$ cat config.mk
export PLATFORM = sky130hd
export DESIGN_NAME = dwrr_scheduler
export DESIGN_NICKNAME = d
export VERILOG_FILES = /design/src/rtl/dwrr_scheduler.sv
export SDC_FILE = /design/constraint.sdc
export NUM_CORES = 1
export LEC_CHECK = 0
export CORE_ASPECT_RATIO = 0.7
export CORE_MARGIN = 3
export CORE_UTILIZATION = 30
export DETAILED_ROUTE_END_ITERATION = 10
export GPL_TIMING_DRIVEN = 1
export MAX_ROUTING_LAYER = met4
export PLACE_DENSITY = 0.55
export SLEW_MARGIN = 25
export SYNTH_ARGS = -nofsm -noshare
export SYNTH_HDL_FRONTEND = slang
export SYNTH_SLANG_ARGS = --single-unit
$ cat constraint.sdc
create_clock -name clk -period 8.3 [get_ports clk]
set_input_delay 0.83 -clock clk [delete_from_list [all_inputs] [get_ports clk]]
set_output_delay 0.83 -clock clk [all_outputs]
set_load 0.01 [all_outputs]
$ cat src/rtl/dwrr_scheduler.sv
// Deficit-weighted round-robin scheduler for the multichannel buffer egress.
// Each visit to a requesting flow tops up its deficit by its quantum. Whole
// packets are then granted one at a time for as long as the deficit covers
// the head packet length. Only one packet is in flight at any time.
module dwrr_scheduler #(
    parameter int FLOW_W          = 3,
    parameter int LEN_W           = 8,
    parameter int QUANTUM_W       = 8,
    parameter int DEFICIT_W       = 10,
    parameter int DEFAULT_QUANTUM = 16,
    localparam int NUM_FLOWS      = 2 ** FLOW_W
) (
    input  logic                       clk,
    input  logic                       rst,
    input  logic [NUM_FLOWS-1:0]       flow_req,
    input  logic [NUM_FLOWS*LEN_W-1:0] head_len,
    input  logic                       quantum_wr_en,
    input  logic [FLOW_W-1:0]          quantum_wr_flow,
    input  logic [QUANTUM_W-1:0]       quantum_wr_data,
    output logic                       grant_valid,
    output logic [FLOW_W-1:0]          grant_flow,
    input  logic                       grant_ready,
    input  logic                       pkt_done,
    output logic                       init_done,
    output logic                       busy
);

    typedef enum logic [2:0] {
        ST_INIT,
        ST_SCAN,
        ST_CHECK,
        ST_GRANT,
        ST_WAIT_DONE
    } state_t;

    state_t               state;
    logic [QUANTUM_W-1:0] quantum [NUM_FLOWS];
    logic [DEFICIT_W-1:0] deficit [NUM_FLOWS];
    logic [FLOW_W-1:0]    rr_ptr;
    logic [FLOW_W-1:0]    cur;
    logic [FLOW_W-1:0]    init_cnt;
    logic [LEN_W-1:0]     len_q;

    logic                 scan_hit;
    logic [FLOW_W-1:0]    scan_flow;
    logic [DEFICIT_W:0]   scan_sum;
    logic [DEFICIT_W-1:0] scan_sum_sat;
    logic [LEN_W-1:0]     cur_len_raw;
    logic [LEN_W-1:0]     cur_len;
    logic                 len_fits;

    // Find the first requesting flow at or after rr_ptr, wrapping around.
    // Walking the offsets from highest to lowest lets the nearest one win.
    always_comb begin
        logic [FLOW_W-1:0] idx;
        scan_hit  = 1'b0;
        scan_flow = rr_ptr;
        idx       = rr_ptr;
        for (int i = NUM_FLOWS - 1; i >= 0; i--) begin
            idx = rr_ptr + FLOW_W'(i);
            if (flow_req[idx]) begin
                scan_hit  = 1'b1;
                scan_flow = idx;
            end
        end
    end

    // Saturating deficit top-up for the flow the scan has picked.
    always_comb begin
        scan_sum     = {1'b0, deficit[scan_flow]} + (DEFICIT_W + 1)'(quantum[scan_flow]);
        scan_sum_sat = scan_sum[DEFICIT_W] ? {DEFICIT_W{1'b1}} : scan_sum[DEFICIT_W-1:0];
    end

    // Head length of the current flow. A zero length still costs one word.
    always_comb begin
        cur_len_raw = head_len[int'(cur) * LEN_W +: LEN_W];
        cur_len     = (cur_len_raw == '0) ? LEN_W'(1) : cur_len_raw;
        len_fits    = (DEFICIT_W'(cur_len) <= deficit[cur]);
    end

    // Main scheduler FSM: init sweep, scan, deficit check, grant handshake, packet completion.
    always_ff @(posedge clk) begin
        if (rst) begin
            state       <= ST_INIT;
            grant_valid <= 1'b0;
            grant_flow  <= '0;
            init_done   <= 1'b0;
            busy        <= 1'b0;
            rr_ptr      <= '0;
            init_cnt    <= '0;
            cur         <= '0;
            len_q       <= '0;
        end else begin
            case (state)
                ST_INIT: begin
                    quantum[init_cnt] <= QUANTUM_W'(DEFAULT_QUANTUM);
                    deficit[init_cnt] <= '0;
                    init_cnt          <= init_cnt + 1'b1;
                    if (init_cnt == FLOW_W'(NUM_FLOWS - 1)) begin
                        init_done <= 1'b1;
                        state     <= ST_SCAN;
                    end
                end
                ST_SCAN: begin
                    if (scan_hit) begin
                        cur                <= scan_flow;
                        deficit[scan_flow] <= scan_sum_sat;
                        state              <= ST_CHECK;
                    end
                end
                ST_CHECK: begin
                    if (!flow_req[cur]) begin
                        deficit[cur] <= '0;
                        rr_ptr       <= cur + 1'b1;
                        state        <= ST_SCAN;
                    end else if (len_fits) begin
                        len_q       <= cur_len;
                        grant_valid <= 1'b1;
                        grant_flow  <= cur;
                        busy        <= 1'b1;
                        state       <= ST_GRANT;
                    end else begin
                        rr_ptr <= cur + 1'b1;
                        state  <= ST_SCAN;
                    end
                end
                ST_GRANT: begin
                    if (grant_ready) begin
                        grant_valid  <= 1'b0;
                        deficit[cur] <= deficit[cur] - DEFICIT_W'(len_q);
                        state        <= ST_WAIT_DONE;
                    end
                end
                ST_WAIT_DONE: begin
                    if (pkt_done) begin
                        busy  <= 1'b0;
                        state <= ST_CHECK;
                    end
                end
                default: state <= ST_INIT;
            endcase

            if (init_done && quantum_wr_en) begin
                quantum[quantum_wr_flow] <= quantum_wr_data;
            end
        end
    end

endmodule

==> metrics.md <==
| Metric | Value |
|---|---|
| Share of layout cells above drive strength 1 | `21.84%` |
| Starting Density | `31.06%` |
| DRT iter0 DRCs | `506` |
| Worst r2r src | `rr_ptr[0]` |
| CP Capture Type | `flop` |
| Max incr delay on CP | `0.64 ns` |
| Syn nets | `869` |
| Die Area | `0.03649 mm²` |
| Residual DRC | `0` |
| Final Hold Vio Count | `0` |
| TritonCTS clock tree | `yes` |
| Worst skew pair latency | `0.43 ns` |
| Total routed wirelength | `26,900 µm` |
| Die Height | `160.7 µm` |
| Via count of the first global-routing pass | `6,741` |
| Commonest cells post-synth | `144 x edfxtp_1, 82 x mux4_2, 60 x and2_1` |
| GRT overflow | `0` |
| Crit path top cell by count | `a21o_1` |
| Top-area cell type share of the netlist area | `42.14%` |
| #FFs+latches synth | `173` |
| CP Data Required Time | `8.45 ns` |
| Synth area leaders | `edfxtp_1 42%, mux4_2 18%, dfxtp_1 5.7%` |
| Seq/Total Area, Yosys | `47.80%` |
| Synth cell types | `63` |
| Post-synth EDFFs | `144` |
| Antenna Nets Post-Route | `0` |
| Post-synth design cell area | `0.01026 mm²` |
| Initial antenna violation count | `0` |
| Largest net degree at the start of global routing | `38` |
| Largest family of logic cells by synthesized area | `multiplexers` |
| IO buf count | `93` |
| Worst Path Max Fanout | `14` |
| Post-synthesis compound-gate area fraction | `7.377%` |
| Worst IR Drop VDD | `0.1505 mV` |
| Fin area | `0.01231 mm²` |
| Avg Inst Size Synth | `13.68 µm²` |
| Post-synthesis mux area share | `25.24%` |
| Top-count cell post-synth | `edfxtp_1` |
| IO Pins | `94` |
| Worst min path class | `reg -> reg` |
| DP HPWL | `19,420 µm` |
| Worst hold path cell count | `2` |
| Clock skew | `0.008218 ns` |
| Nets | `967` |
| Final worst slack | `1.528 ns` |
| Die width | `227.1 µm` |
| Bufs on Longest Clock Path | `2` |
| Setup crit start kind | `flop` |
| Worst slew pin tran | `0.9704 ns` |
| Power density over the cells | `196.6 mW/mm²` |
| Worst slack at placement | `1.256 ns` |
| Total GRT Usage | `15.76%` |
| Worst R2R Path Depth | `21` |
| Ant. Diodes | `0` |
| Outcome | `completed` |
| Lkg Pwr | `4.283 nW` |
| XOR/XNOR share of the synthesized area | `1.805%` |
| Number of H-tree levels | `4` |
| Via count | `6,690` |
| CP Cell Sequence | `inv_2 -> ha_1 -> mux4_2 -> mux2_4 -> nor2b_4 -> o21ai_4 -> a211oi_4 -> xnor2_4 -> buf_4 -> buf_4 -> mux4_2 -> mux2_2 -> ha_1 -> o21ai_0 -> nand2b_1 -> a21o_1 -> a21o_1 -> a21o_1 -> a21o_1 -> or4_1 -> a32o_1` |
| Drt first pass iters | `5` |
| Post-synthesis adder-cell area fraction | `3.926%` |
| Max-cap check violation count | `0` |
| Drt wl/cell | `20.88 µm` |
| Crit-path slowest cell | `ha_1` |
| Drt via density | `5.194` |
| Post-CTS Resized | `0` |
| Leading area contributor after synthesis | `edfxtp_1` |
| Core area | `0.03303 mm²` |
| FMAX | `0.1477 GHz` |
| RSZ-0062 raised after global routing | `false` |
| Post-synth top flop | `edfxtp_1` |
| CTS Root Cell | `clkbuf_16` |
| Fillcell total | `3,138` |
| First-pass GRT wire length | `42,180 µm` |
| Setup Buffers After CTS | `0` |
| Post-synth ARST share | `0%` |
| DP Area | `0.01171 mm²` |
| Cts hold-fix bufs | `0` |
| Final setup violation count | `0` |
| Rel. slew slack | `35.17%` |
| Hold wc startpoint | `busy` |
| Row count | `55` |
| Crit path arrival time | `6.92 ns` |
| Clk sink count | `173` |
| Clock-pin slew on the worst setup and hold paths | `0.07 ns` |
| Synth Area in Simple Gates | `10.72%` |
| Final min period | `6.772 ns` |
| Crit Path Class | `reg -> reg` |
| Slew Limit Fails | `0` |
| Critical Path Source | `rr_ptr[0]` |
| Period utilization | `81.58%` |
| Synth warn | `0` |
| Setup TNS | `0 ns` |
| GPL Wtd Cong | `0.8107` |
| Post-Synthesis Cells | `750` |
| TritonCTS buffer count | `17` |
| Synthesis-to-layout area growth | `19.96%` |
-- power breakdown --
part	switching [mW]	total, mW	internal, mW	leakage, nW
sequential	0.0247	1.01	0.988	1.63
combinational	0.308	0.601	0.293	2.37
clock	0.335	0.806	0.471	0.281
-- layout make-up --
type	instances	area [µm²]	area share, %
Inverter	28	105.1	0.8538
Tap cell	427	534.3	4.340
Clock inverter	12	145.1	1.179
Clock buffer	20	436.7	3.547
Sequential cell	173	4906	39.86
Timing Repair Buffer	118	1131	9.189
Multi-Input combinational cell	510	5051	41.03
-- critical path, delay by kind of cell, from the launching register on --
family,cells,cell delay [ns]
AO/OA/AOI/OAI,8,1.46
XOR/XNOR,1,0.58
adder cells (fa/ha/maj),2,0.96
buffers and inverters,3,0.61
flip-flops,1,0.34
multiplexers,4,1.75
AND/OR/NAND/NOR,3,0.76
-- logic make-up after synthesis --
logic type / Yosys count
buffers and inverters: 67
muxes: 151
xor gates and xnor gates: 19
and+or+nand+nor: 208
DFF: 173
AOI/OAI and AO/OA: 101
adders and majority gates: 31
-- sequential cells by signal, indices dropped and copies added, names as in the netlist, 3 cells and up, named ones only --
register    flops
cur             3
deficit        80
grant_flow      3
init_cnt        3
len_q           8
quantum        64
rr_ptr          3
state           3
-- final timing paths --
check,slack [ns],end
worst max register to register,1.53,deficit[5][9]
worst min register to register,0.47,busy
worst min-delay path,0.47,busy
worst max-delay path,1.53,deficit[5][9]
-- per-stage QoR --
| stage | hold WS [ns] | power, mW | cells | utilization [%] |
|---|---|---|---|---|
| 4_1_cts | 0.4707 | 2.442 | 1287 | 37.22 |
| 3_3_place_gp | 0.4541 | 1.628 | 1255 | 35.46 |
| 5_1_grt | 0.5011 | 2.546 | 1288 | 37.27 |
| 3_5_place_dp | 0.4586 | 1.628 | 1255 | 35.46 |
| 2_1_floorplan | 0.4426 | 1.442 | 750 | - |
| 6_report | 0.4672 | 2.420 | 1288 | 37.27 |
-- layer usage --
metal	wire, µm	share of wire (%)	GRT usage [%]
met1	13160	49	23.19
met2	11880	44	21.90
met3	1594	5.9	4.111
met4	270	1.0	3.049
met5	0	0	-
-- layout by cell type, fill, tap and decap left out, types with 28 or more instances in the layout --
cell type        count
mux2_2              37
mux2i_1             30
nand2_1             33
ha_1                29
edfxtp_1           144
mux4_2              82
nor2_1              49
and2_1              60
clkdlybuf4s50_1     93
dfxtp_1             28
Power figures use the tool's default switching activity.
